==> src/rtl/intc_vectored.sv <==
// ============================================================================
// intc_vectored
//   Vectored interrupt controller for the multicycle MIPS core. Captures
//   NUM_IRQ maskable lines plus one NMI, applies per-line masking and fixed
//   priority (bit 0 highest), and hands one latched vector to the control FSM
//   at instruction boundaries through an IntReq/IntAck handshake. Tracks the
//   in-service maskable line until end-of-interrupt and allows one level of
//   NMI nesting on top of a maskable service.
//
//   Build option: define INTC_LEVEL_EN for level-sensitive maskable lines
//   (Pending follows the registered Irq sample and is not cleared by IntAck).
//   Default is rising-edge capture. Nmi is edge-sensitive in both builds.
//
//   Rev 1.0 - initial release
// ============================================================================
`default_nettype none

module intc_vectored #(
   parameter int unsigned      NUM_IRQ  = 4,
   parameter int unsigned      VEC_W    = 8,
   parameter logic [VEC_W-1:0] BASE_VEC = 'h20,
   parameter logic [VEC_W-1:0] NMI_VEC  = 'h02
) (
   input  logic               clk,
   input  logic               rst_n,
   input  logic [NUM_IRQ-1:0] irq_i,
   input  logic               nmi_i,
   input  logic               int_enable_i,
   input  logic               mask_wr_i,
   input  logic [NUM_IRQ-1:0] mask_data_i,
   input  logic               boundary_i,
   input  logic               int_ack_i,
   input  logic               eoi_i,
   output logic               int_req_o,
   output logic [VEC_W-1:0]   int_vec_o,
   output logic               int_is_nmi_o,
   output logic [NUM_IRQ-1:0] pending_o,
   output logic [NUM_IRQ-1:0] in_service_o
);

   localparam int unsigned IDX_W = (NUM_IRQ > 1) ? $clog2(NUM_IRQ) : 1;

   typedef enum logic [1:0] {
      S_IDLE    = 2'd0,
      S_REQ     = 2'd1,
      S_SVC     = 2'd2,
      S_NMI_SVC = 2'd3
   } state_t;

   state_t             state_q;
   logic               nested_q;
   logic [IDX_W-1:0]   win_q;
   logic               int_req_q;
   logic [VEC_W-1:0]   int_vec_q;
   logic               int_is_nmi_q;
   logic [NUM_IRQ-1:0] in_service_q;

   logic [NUM_IRQ-1:0] irq_q;
   logic               nmi_q;
   logic [NUM_IRQ-1:0] mask_q;
   logic [NUM_IRQ-1:0] pending_q;
   logic [NUM_IRQ-1:0] pending_d;
   logic               nmi_pend_q;
   logic               nmi_pend_d;

   logic               ack_take;
   logic               nmi_rise;
   logic [NUM_IRQ-1:0] eligible;
   logic [IDX_W-1:0]   sel_idx;
   logic [VEC_W-1:0]   sel_vec;
   logic [NUM_IRQ-1:0] win_onehot;

   // The handshake only completes while a request is actually outstanding.
   assign ack_take = (state_q == S_REQ) && int_ack_i;
   assign nmi_rise = nmi_i & ~nmi_q;
   assign eligible = int_enable_i ? (pending_q & ~mask_q) : '0;
   assign sel_vec  = BASE_VEC + VEC_W'(sel_idx);

   // Fixed priority: lowest eligible index wins, so scan from the top down.
   always_comb begin
      sel_idx = '0;
      for (int i = int'(NUM_IRQ) - 1; i >= 0; i--) begin
         if (eligible[i]) sel_idx = IDX_W'(i);
      end
   end

   // One-hot decode of the line latched for the current request.
   always_comb begin
      win_onehot = '0;
      for (int i = 0; i < int'(NUM_IRQ); i++) begin
         win_onehot[i] = (win_q == IDX_W'(i));
      end
   end

`ifdef INTC_LEVEL_EN
   // Level mode: Pending is simply the registered line state.
   assign pending_d = irq_q;
`else
   logic [NUM_IRQ-1:0] irq_rise;
   assign irq_rise  = irq_i & ~irq_q;
   // Edge mode: a new edge sets the bit even in the cycle it is being acked.
   assign pending_d = (pending_q & ~((ack_take && !int_is_nmi_q) ? win_onehot : '0))
                    | irq_rise;
`endif

   // NMI latch: cleared by the acknowledge of an NMI request, set wins.
   assign nmi_pend_d = (nmi_pend_q & ~(ack_take && int_is_nmi_q)) | nmi_rise;

   // Input sampling, event capture and the mask register.
   always_ff @(posedge clk or negedge rst_n) begin
      if (!rst_n) begin
         irq_q      <= '0;
         nmi_q      <= 1'b0;
         pending_q  <= '0;
         nmi_pend_q <= 1'b0;
         mask_q     <= '1;
      end else begin
         irq_q      <= irq_i;
         nmi_q      <= nmi_i;
         pending_q  <= pending_d;
         nmi_pend_q <= nmi_pend_d;
         if (mask_wr_i) mask_q <= mask_data_i;
      end
   end

   // Request/service sequencer with registered handshake outputs.
   always_ff @(posedge clk or negedge rst_n) begin
      if (!rst_n) begin
         state_q      <= S_IDLE;
         nested_q     <= 1'b0;
         win_q        <= '0;
         int_req_q    <= 1'b0;
         int_vec_q    <= '0;
         int_is_nmi_q <= 1'b0;
         in_service_q <= '0;
      end else begin
         case (state_q)
            S_IDLE: begin
               if (boundary_i && nmi_pend_q) begin
                  state_q      <= S_REQ;
                  int_req_q    <= 1'b1;
                  int_vec_q    <= NMI_VEC;
                  int_is_nmi_q <= 1'b1;
               end else if (boundary_i && (|eligible)) begin
                  state_q      <= S_REQ;
                  int_req_q    <= 1'b1;
                  int_vec_q    <= sel_vec;
                  int_is_nmi_q <= 1'b0;
                  win_q        <= sel_idx;
               end
            end
            S_REQ: begin
               if (int_ack_i) begin
                  int_req_q <= 1'b0;
                  if (int_is_nmi_q) begin
                     state_q <= S_NMI_SVC;
                  end else begin
                     state_q      <= S_SVC;
                     in_service_q <= win_onehot;
                  end
               end
            end
            S_SVC: begin
               if (eoi_i) begin
                  state_q      <= S_IDLE;
                  in_service_q <= '0;
               end else if (boundary_i && nmi_pend_q) begin
                  state_q      <= S_REQ;
                  nested_q     <= 1'b1;
                  int_req_q    <= 1'b1;
                  int_vec_q    <= NMI_VEC;
                  int_is_nmi_q <= 1'b1;
               end
            end
            S_NMI_SVC: begin
               if (eoi_i) begin
                  int_is_nmi_q <= 1'b0;
                  nested_q     <= 1'b0;
                  state_q      <= nested_q ? S_SVC : S_IDLE;
               end
            end
            default: state_q <= S_IDLE;
         endcase
      end
   end

   assign int_req_o    = int_req_q;
   assign int_vec_o    = int_vec_q;
   assign int_is_nmi_o = int_is_nmi_q;
   assign pending_o    = pending_q;
   assign in_service_o = in_service_q;

endmodule

`default_nettype wire
==> config.mk <==
export PLATFORM = sky130hd
export DESIGN_NAME = intc_vectored
export DESIGN_NICKNAME = d
export VERILOG_FILES = /design/src/rtl/intc_vectored.sv
export SDC_FILE = /design/constraint.sdc
export NUM_CORES = 1
export LEC_CHECK = 0
export CAP_MARGIN = 20
export CORE_MARGIN = 3
export CORE_UTILIZATION = 51
export DETAILED_ROUTE_END_ITERATION = 16
export PLACE_DENSITY = 0.84
export SLEW_MARGIN = 20
export SYNTH_ARGS = -nofsm -noshare
export SYNTH_HDL_FRONTEND = slang
export SYNTH_SLANG_ARGS = --single-unit
==> constraint.sdc <==
create_clock -name clk -period 3.9 [get_ports clk]
set_input_delay 0.39 -clock clk [delete_from_list [all_inputs] [get_ports clk]]
set_output_delay 0.39 -clock clk [all_outputs]
set_load 0.02 [all_outputs]
==> results.md, run 1 <==
Synthesis:
- The largest total area in the synthesized netlist belongs to sky130_fd_sc_hd__dfrtp_1.
- Of the total synthesized cell area, the portion taken by AND, OR, NAND and NOR gates is 16.2%.
- The async set-reset flop share out of synthesis is 100%.
- The post-synthesis average cell area is 11.0 µm².
- By area the synthesized netlist is led by sky130_fd_sc_hd__dfrtp_1 (47%), sky130_fd_sc_hd__dfstp_2 (8.3%), sky130_fd_sc_hd__o21ai_0 (3.9%).
- The gate count after technology mapping is 115.
- The synthesized-area fraction occupied by adder cells is 0%.
- The count of warnings emitted by yosys is 0.
- The synthesized netlist devotes 18.0% of its cell area to compound gates.
- The synthesized design devotes to its leading area cell type 47.4% of total area.
- The top flip-flop cell by instance count after synthesis is sky130_fd_sc_hd__dfrtp_1.
- After synthesis, the largest family of logic cells by area is compound AO/OA/AOI/OAI gates.
- The mux share of post-synthesis cell area is 3.55%.
- Summing the areas of all xor and xnor instances in the mapped netlist gives 0% of the synthesized area.
- The total of flip-flops plus latches after synthesis is 28.
- The number of distinct standard cells referenced by the synthesized netlist is 36.
- Of the synthesized area, sequential elements account for 55.7%.
- In this run the cell area of the synthesized design comes to 1270 µm².
- The number of flops mapped to enable cells by yosys is 0.

Die:
- The standard-cell row count is 17.
- The die height is 55.9 µm.
- The floorplan step defined a core boundary enclosing 2280 µm².
- The initial core utilization is 55.7%.
- The horizontal die dimension is 55.9 µm.
- In this run the count of I/O pins placed on the die edge is 34.
- The area enclosed by the die boundary is 3120 µm².

Power:
- The internal portion of the total power is 584 µW.
- Power spread over the standard cell area amounts to 589 nW/µm².
- The switching power summed over all nets is 347 µW.
- Sequential cells burn 50.1% of the power.
- The clock group share of total power is 12.8%.
- The worst-case IR drop observed on VDD is 0.000365 V.
- For this design the static power due to leakage is 0.707 nW.
- The switching share of power is 37.3%.
- The combinational cell fraction of total power is 37.1%.

Global routing:
- In the global route stage, overall resource usage came out at 17.2%.
- The remaining global-route overflow is 0.
- The via count of the first global-routing pass is 980.
- The maximum number of pins on one net before global-route repair is 26.
- The number of antenna violations at the first check in global routing is 0.
- The first global-routing pass estimated 4310 µm of wire.

Final layout:
- In the final layout, the share of cells above drive strength 1 is 13.1%.
- Counting the fill cells in the layout gives 192.
- Compared with the post-synthesis result, the final layout area differs by 24.7%.
- 0 antenna diodes ended up in the layout.
- The total number of nets in the final design is 162.

Drt:
- The detailed-router iteration count before antenna repair is 4.
- The routed length per instance is 14.6 µm.
- The post-detailed-route via-to-cell ratio is 5.43.
- The wire length reported by the detailed router is 2520 µm.
- The final routed DRC violation total is 0.
- The total number of vias is 939.
- The initial DRC count is 28.
- The antenna violation net count after detailed routing is 0.

Clock network:
- For this design, the CTS-stage hold fixing added 0 buffers.
- In this run, CTS created clock tree buffers numbering 3.
- The later pin in the worst-skew pair is clocked with a latency of 0.32 ns.
- After clock tree synthesis, the setup repair step added 0 buffers.
- No sink is reached through more buffers than the 2 on the longest clock path.
- The number of gates resized after CTS was 0.
- The post-CTS clock slew at the launch and capture registers of the worst setup and hold paths is 0.14 ns.
- The maximum level of the CTS H-tree is 1.
- The root buffer cell chosen for the clock tree is sky130_fd_sc_hd__clkbuf_4.
- The clock drives 28 sinks.
- The clock tree from TritonCTS is built.

Setup path:
- The required time of the critical path is 3.51 ns.
- The cell count of the worst reg-to-reg path is 4.
- The capturing instance or port of the critical path is int_is_nmi_o.
- The buffers plus inverters on the worst setup path is 1.
- The launching point of the worst reg2reg path is mask_q[0].
- The type of the worst setup path is register to output pin.
- The launch point of the worst path is int_is_nmi_o.
- The slowest cell on the critical path is sky130_fd_sc_hd__clkdlybuf4s50_1.
- In this design, the largest share of critical-path delay is due to buffers and inverters.
- The worst setup slack for register-to-register paths is 2.25 ns.
- In this run the number of cells on the critical path is 1.
- For the worst setup path, the data arrival time is 1.37 ns.
- In this design, the stage delay of the slowest critical-path cell is 0.62 ns.
- The element type at the critical path start is a register.
- Along the worst path, the maximum fanout reaches 6.
- The endpoint class of the critical path is an output pin.
- The endpoint of the worst-slack reg-to-reg timing path is int_req_o.
- Traced cell by cell, the critical path runs through clkdlybuf4s50_1.

STA:
- The slew at the pin with the worst max-slew slack is 0.532 ns.
- The final cycle utilization of the critical path is 45.3%.
- The final-layout setup total negative slack is 0 ns.
- The minimum period implied by the final worst setup slack is 1.76 ns.
- Setup repair after global routing left no endpoint under its margin.
- Static timing analysis puts the maximum clock frequency at 0.567 GHz.
- In the post-route analysis, the smallest setup slack over all paths is 2.14 ns.
- The total count of max-transition violations in the final report was 0.
- The clock skew is 0.00894 ns.
- The tightest slew margin relative to the limit is 64.5%.
- The number of endpoints with negative hold slack in the final report was 0.
- The final number of setup-violating endpoints is 0.

Placement:
- At the placement stage, the worst setup path has a slack of 2.00 ns.
- The port buffer count is 28.
- The congestion estimate from routability-driven global placement came to 0.897.
- Detailed placement finished with a half-perimeter wire length of 1920 µm.

Min path:
- The worst hold path class is input pin to async pin.

Status:
- The flow ran to the end, and the final reports show no timing, DRC or antenna violations.

Run:
- The reported max-cap violation count is 0.
-- synth_stat cells (all sizes together), types with 2 or more instances --
library cell	count
nor3	2
a22o	3
a21o	3
o2bb2ai	2
buf	6
dfrtp	24
o21ai	10
inv	9
nor2	5
dfstp	4
nand2	10
mux2	4
nand3	2
nor2b	2
nand2b	7
a21oi	4
-- sequential cells by signal, indices dropped and copies added (netlist names) --
register	flops
irq_q	4
win_q	2
int_vec_o	3
int_req_o	1
mask_q	4
int_is_nmi_o	1
in_service_o	4
state_q	2
pending_o	4
nested_q	1
nmi_pend_q	1
nmi_q	1
-- routing by layer --
layer	vias up	wire, µm	share of wire, %	track usage [%]
li1	455	-	-	-
met1	449	1170	46	24.0
met2	31	1180	47	27.2
met3	4	130	5.2	3.02
met4	0	40	1.6	6.10
met5	-	0	0	0
-- cell usage in the layout (no fill, tap or decap), drive strengths merged, types with 5 or more instances in the layout --
| cell type | netlist | routed |
|---|---|---|
| inv | 9 | 9 |
| clkdlybuf4s50 | 0 | 27 |
| o21ai | 10 | 10 |
| conb | 1 | 5 |
| nand2b | 7 | 7 |
| dfrtp | 24 | 24 |
| nor2 | 5 | 5 |
| nand2 | 10 | 10 |
-- layout make-up --
type                       count  area, µm²  area share (%)
sequential                    28        706            44.7
timing repair buffer          29        283            17.9
clock buffer                   4       26.3            1.66
tap                           28       35.0            2.22
multi-input combinational     75        497            31.4
inverter                       9       33.8            2.14
-- cells by family after synthesis --
logic type / after synthesis
flip-flops: 28
other: 1
buffers and inverters: 16
multiplexers: 4
AO/OA/AOI/OAI: 30
AND/OR/NAND/NOR: 36
-- how the worst min path moves through the flow --
stage,endpoint,cells past startpoint,slack (ns)
2_1_floorplan,in_service_o[0],0,0.09
3_3_place_gp,pending_o[2],1,0.40
3_5_place_dp,nmi_pend_q,1,0.42
4_1_cts,nmi_pend_q,1,0.44
5_1_grt,state_q[1],1,0.04
6_report,nested_q,1,0.03
-- per-stage QoR --
| step | instances | power (mW) | util [%] | area (µm²) | hold slack (ns) |
|---|---|---|---|---|---|
| 2_1_floorplan | 119 | 0.669 | - | 1280 | 0.0944 |
| 3_3_place_gp | 169 | 0.806 | 68.5 | 1560 | 0.402 |
| 3_5_place_dp | 169 | 0.819 | 68.5 | 1560 | 0.421 |
| 4_1_cts | 173 | 0.940 | 69.7 | 1590 | 0.441 |
| 5_1_grt | 173 | 0.990 | 69.4 | 1580 | 0.0449 |
| 6_report | 173 | 0.931 | 69.4 | 1580 | 0.0272 |
-- power by group through the flow --
stage                     Combinational (mW)  Sequential [mW]  Clock, mW
final                                  0.346            0.467      0.119
after global routing                   0.374            0.483      0.133
after CTS                              0.349            0.467      0.124
after detailed placement               0.346            0.473          0
after global placement                 0.338            0.468          0
after floorplan                        0.185            0.484          0
Note: power is estimated with default switching activity, not from simulation.
==> inputs of run 2 (changes only) <==
--- a/config.mk
+++ b/config.mk
@@ -7,9 +7,9 @@
 export LEC_CHECK = 0
 export CAP_MARGIN = 20
 export CORE_MARGIN = 3
-export CORE_UTILIZATION = 51
+export CORE_UTILIZATION = 42
 export DETAILED_ROUTE_END_ITERATION = 16
-export PLACE_DENSITY = 0.84
+export PLACE_DENSITY = 0.74
 export SLEW_MARGIN = 20
 export SYNTH_ARGS = -nofsm -noshare
 export SYNTH_HDL_FRONTEND = slang
==> constraint.sdc (replaced) <==
create_clock -name clk -period 1.59 [get_ports clk]
set_input_delay 0.159 -clock clk [delete_from_list [all_inputs] [get_ports clk]]
set_output_delay 0.159 -clock clk [all_outputs]
set_load 0.02 [all_outputs]
==> run 2 against run 1 <==
First-iteration DRC count increased by 18%. Largest power group unchanged. Critical path type unchanged. Register-to-register slack worse by 2.2 ns. Worst setup slack lost 2.1 ns. Largest cell class unchanged.
==> results.md, run 2 (synthesis results as in run 1) <==
Status:
- The run finished with clean final reports.

Power:
- The analysis attributes to cell leakage a power of 0.749 nW.
- VDD sags by at most 0.000708 V.
- The total power after layout is 2.38 mW.
- Power spread over the standard cell area amounts to 1440 nW/µm².

Clock network:
- The clock tree from TritonCTS is built.
- The maximum level of the CTS H-tree is 1.
- The hold buffer count at CTS is 0.
- After clock tree synthesis, the clock-pin slew on the worst setup and hold paths is 0.14 ns.
- Clock latency on the worst-skew pair, taken at its later pin, is 0.32 ns.
- TritonCTS created 3 clock buffers.
- In this run the deepest clock path goes through 2 buffers.
- The tree is rooted in a sky130_fd_sc_hd__clkbuf_4.
- The number of clock sinks is 28.

Global routing:
- The first global-routing pass estimated 4370 µm of wire.
- The number of antenna violations at the first check in global routing is 0.
- Global routing used 16.1% of the available tracks.
- The via count of the first global-routing pass came to 934.
- The remaining global-route overflow is 0.
- Entering global routing, the biggest net connects 29 pins.

Die:
- The number of placed I/O pins is 34.
- The horizontal die dimension is 60.9 µm.
- The core region is 2810 µm².
- After floorplanning, the core was divided into 19 placement rows.
- The die height is 60.9 µm.
- The area enclosed by the die boundary is 3710 µm².
- The initial core utilization is 45.2%.

Drt:
- After detailed routing, the average wire length per cell comes to 14.2 µm.
- The detailed-router iteration count before antenna repair is 4.
- After the first detailed-routing iteration, the DRC count stood at 33.
- The post-detailed-route via-to-cell ratio is 5.27.
- For this run, design rule violations remaining after detail routing come to 0.
- The wire length reported by the detailed router is 2600 µm.
- The antenna violation net count after detailed routing is 0.
- The final route contains 965 vias.

Final layout:
- In the layout the commonest cells are sky130_fd_sc_hd__clkdlybuf4s50_1 (26), sky130_fd_sc_hd__dfrtp_1 (24), sky130_fd_sc_hd__nand2_1 (10), sky130_fd_sc_hd__o21ai_0 (10), sky130_fd_sc_hd__inv_1 (9).
- The synthesis-to-finish area growth is 30.6%.
- The filler cells instantiated in the layout total 241.
- After the flow finishes, the layout carries non-filler instances totaling 183.
- The sequential standard cell area is 706 µm².
- Of the cells placed in the final design, the portion with a size suffix greater than 1 is 17.8%.
- 0 antenna diodes ended up in the layout.
- The commonest non-fill, non-tap cell in the layout is sky130_fd_sc_hd__clkdlybuf4s50_1.
- Summing all multi-input logic gate instances after layout gives 505 µm².
- The total number of nets in the final design is 169.

Setup path:
- The data arrival time of the critical path is 1.37 ns.
- The worst register-to-register path ends at int_is_nmi_o.
- On the critical path the largest part of the delay comes from buffers and inverters.
- The slowest cell on the critical path is sky130_fd_sc_hd__clkdlybuf4s50_1.
- Together, buffers and inverters on the worst path number 1.
- For the worst setup path, the data required time is 1.43 ns.
- The launching point of the worst reg2reg path is mask_q[2].
- The signal on the critical path passes through clkdlybuf4s50_1.
- The type of the worst setup path is register to output pin.
- Across all register-to-register paths, the minimum setup slack is 0.08 ns.
- The element type at the critical path start is a register.
- Counting cells, the worst reg-to-reg path comes to 5.
- STA classifies the critical path endpoint as an output pin.
- The peak per-stage delay on the critical path is 0.63 ns.
- Of all nets on the critical path, the largest fanout is 3.

Placement:
- Once detailed placement completed, the half-perimeter wirelength came to 1940 µm.
- The number of placed cells counting well taps is 178.
- Routability-driven placement finished with a final weighted congestion of 0.798.
- The count of buffers added on input and output ports is 28.
- The pre-CTS setup slack is -0.0726 ns.

Min path:
- The min-delay analysis places its worst path in the category input pin to async pin.

STA:
- The maximum clock rate is 0.653 GHz.
- The final number of setup-violating endpoints is 0.
- The worst setup margin is 0.0596 ns.
- The total count of max-transition violations in the final report is 0.
- The minimum period implied by the final worst setup slack is 1.53 ns.
- The final hold slack is 0.184 ns.
- Across the routed clock network, the largest skew measured is 0.00182 ns.
- Setup repair after global routing could not meet its margin everywhere.
- In the finished design, the share of the clock period the worst path needs comes to 96.3%.
- The number of endpoints with negative hold slack in the final report came to 0.

Run:
- Max-cap violations in this run came to 0.
## run 2: through the flow
stage | utilization (%) | setup TNS, ns | cell area, µm²
after floorplan | - | 0 | 1280
after global placement | 57.3 | -0.0631 | 1610
after detailed placement | 57.3 | -0.286 | 1610
after CTS | 58.8 | 0 | 1650
after global routing | 59.0 | -0.0155 | 1660
final | 59.0 | 0 | 1660
## run 2: where the power goes
part	internal (mW)	switching (mW)	total, mW	leakage (nW)
sequential	0.913	0.182	1.09	0.320
clock	0.0983	0.203	0.301	0.0150
combinational	0.494	0.491	0.985	0.414
## run 2: metal layers
metal / global-route usage (%) / up-vias / part of all wire, %
li1: - / 469 / -
met1: 21.6 / 457 / 41
met2: 26.4 / 37 / 51
met3: 2.55 / 2 / 7.0
met4: 5.57 / 0 / 0.73
met5: 0 / - / 0
## run 2: what timing repair did
action                                  CTS  global route
gates resized for setup                   1             3
endpoints found under the setup margin    1             7
setup buffers                             1             0
pin swaps                                 1             1
## run 2: worst max path at each step
stage | from | endpoint | slack, ns | depth (start not counted)
after floorplan | mask_q[1] | int_req_o | 0.15 | 4
after global placement | mask_q[3] | int_req_o | -0.03 | 4
after detailed placement | boundary_i | int_vec_o[0] | -0.07 | 5
after CTS | mask_q[3] | int_vec_o[5] | 0.02 | 5
after global routing | mask_q[3] | int_vec_o[5] | -0.02 | 5
final | pending_o[1] | pending_o[1] | 0.06 | 1
## run 2: worst register-to-register path, stage by stage (launching register included)
cell	delay, ns
sky130_fd_sc_hd__dfstp_2	0.55
sky130_fd_sc_hd__nand2b_1	0.14
sky130_fd_sc_hd__buf_4	0.13
sky130_fd_sc_hd__and4_2	0.29
sky130_fd_sc_hd__nand2b_1	0.17
sky130_fd_sc_hd__a21boi_1	0.17
## run 2: final cells by class
| cell class | count | share of cell area, % |
|---|---|---|
| timing repair buffer | 36 | 20.9 |
| inverter | 9 | 2.04 |
| clock buffer | 4 | 1.59 |
| tap | 31 | 2.34 |
| multi-input combinational | 75 | 30.5 |
| sequential | 28 | 42.6 |
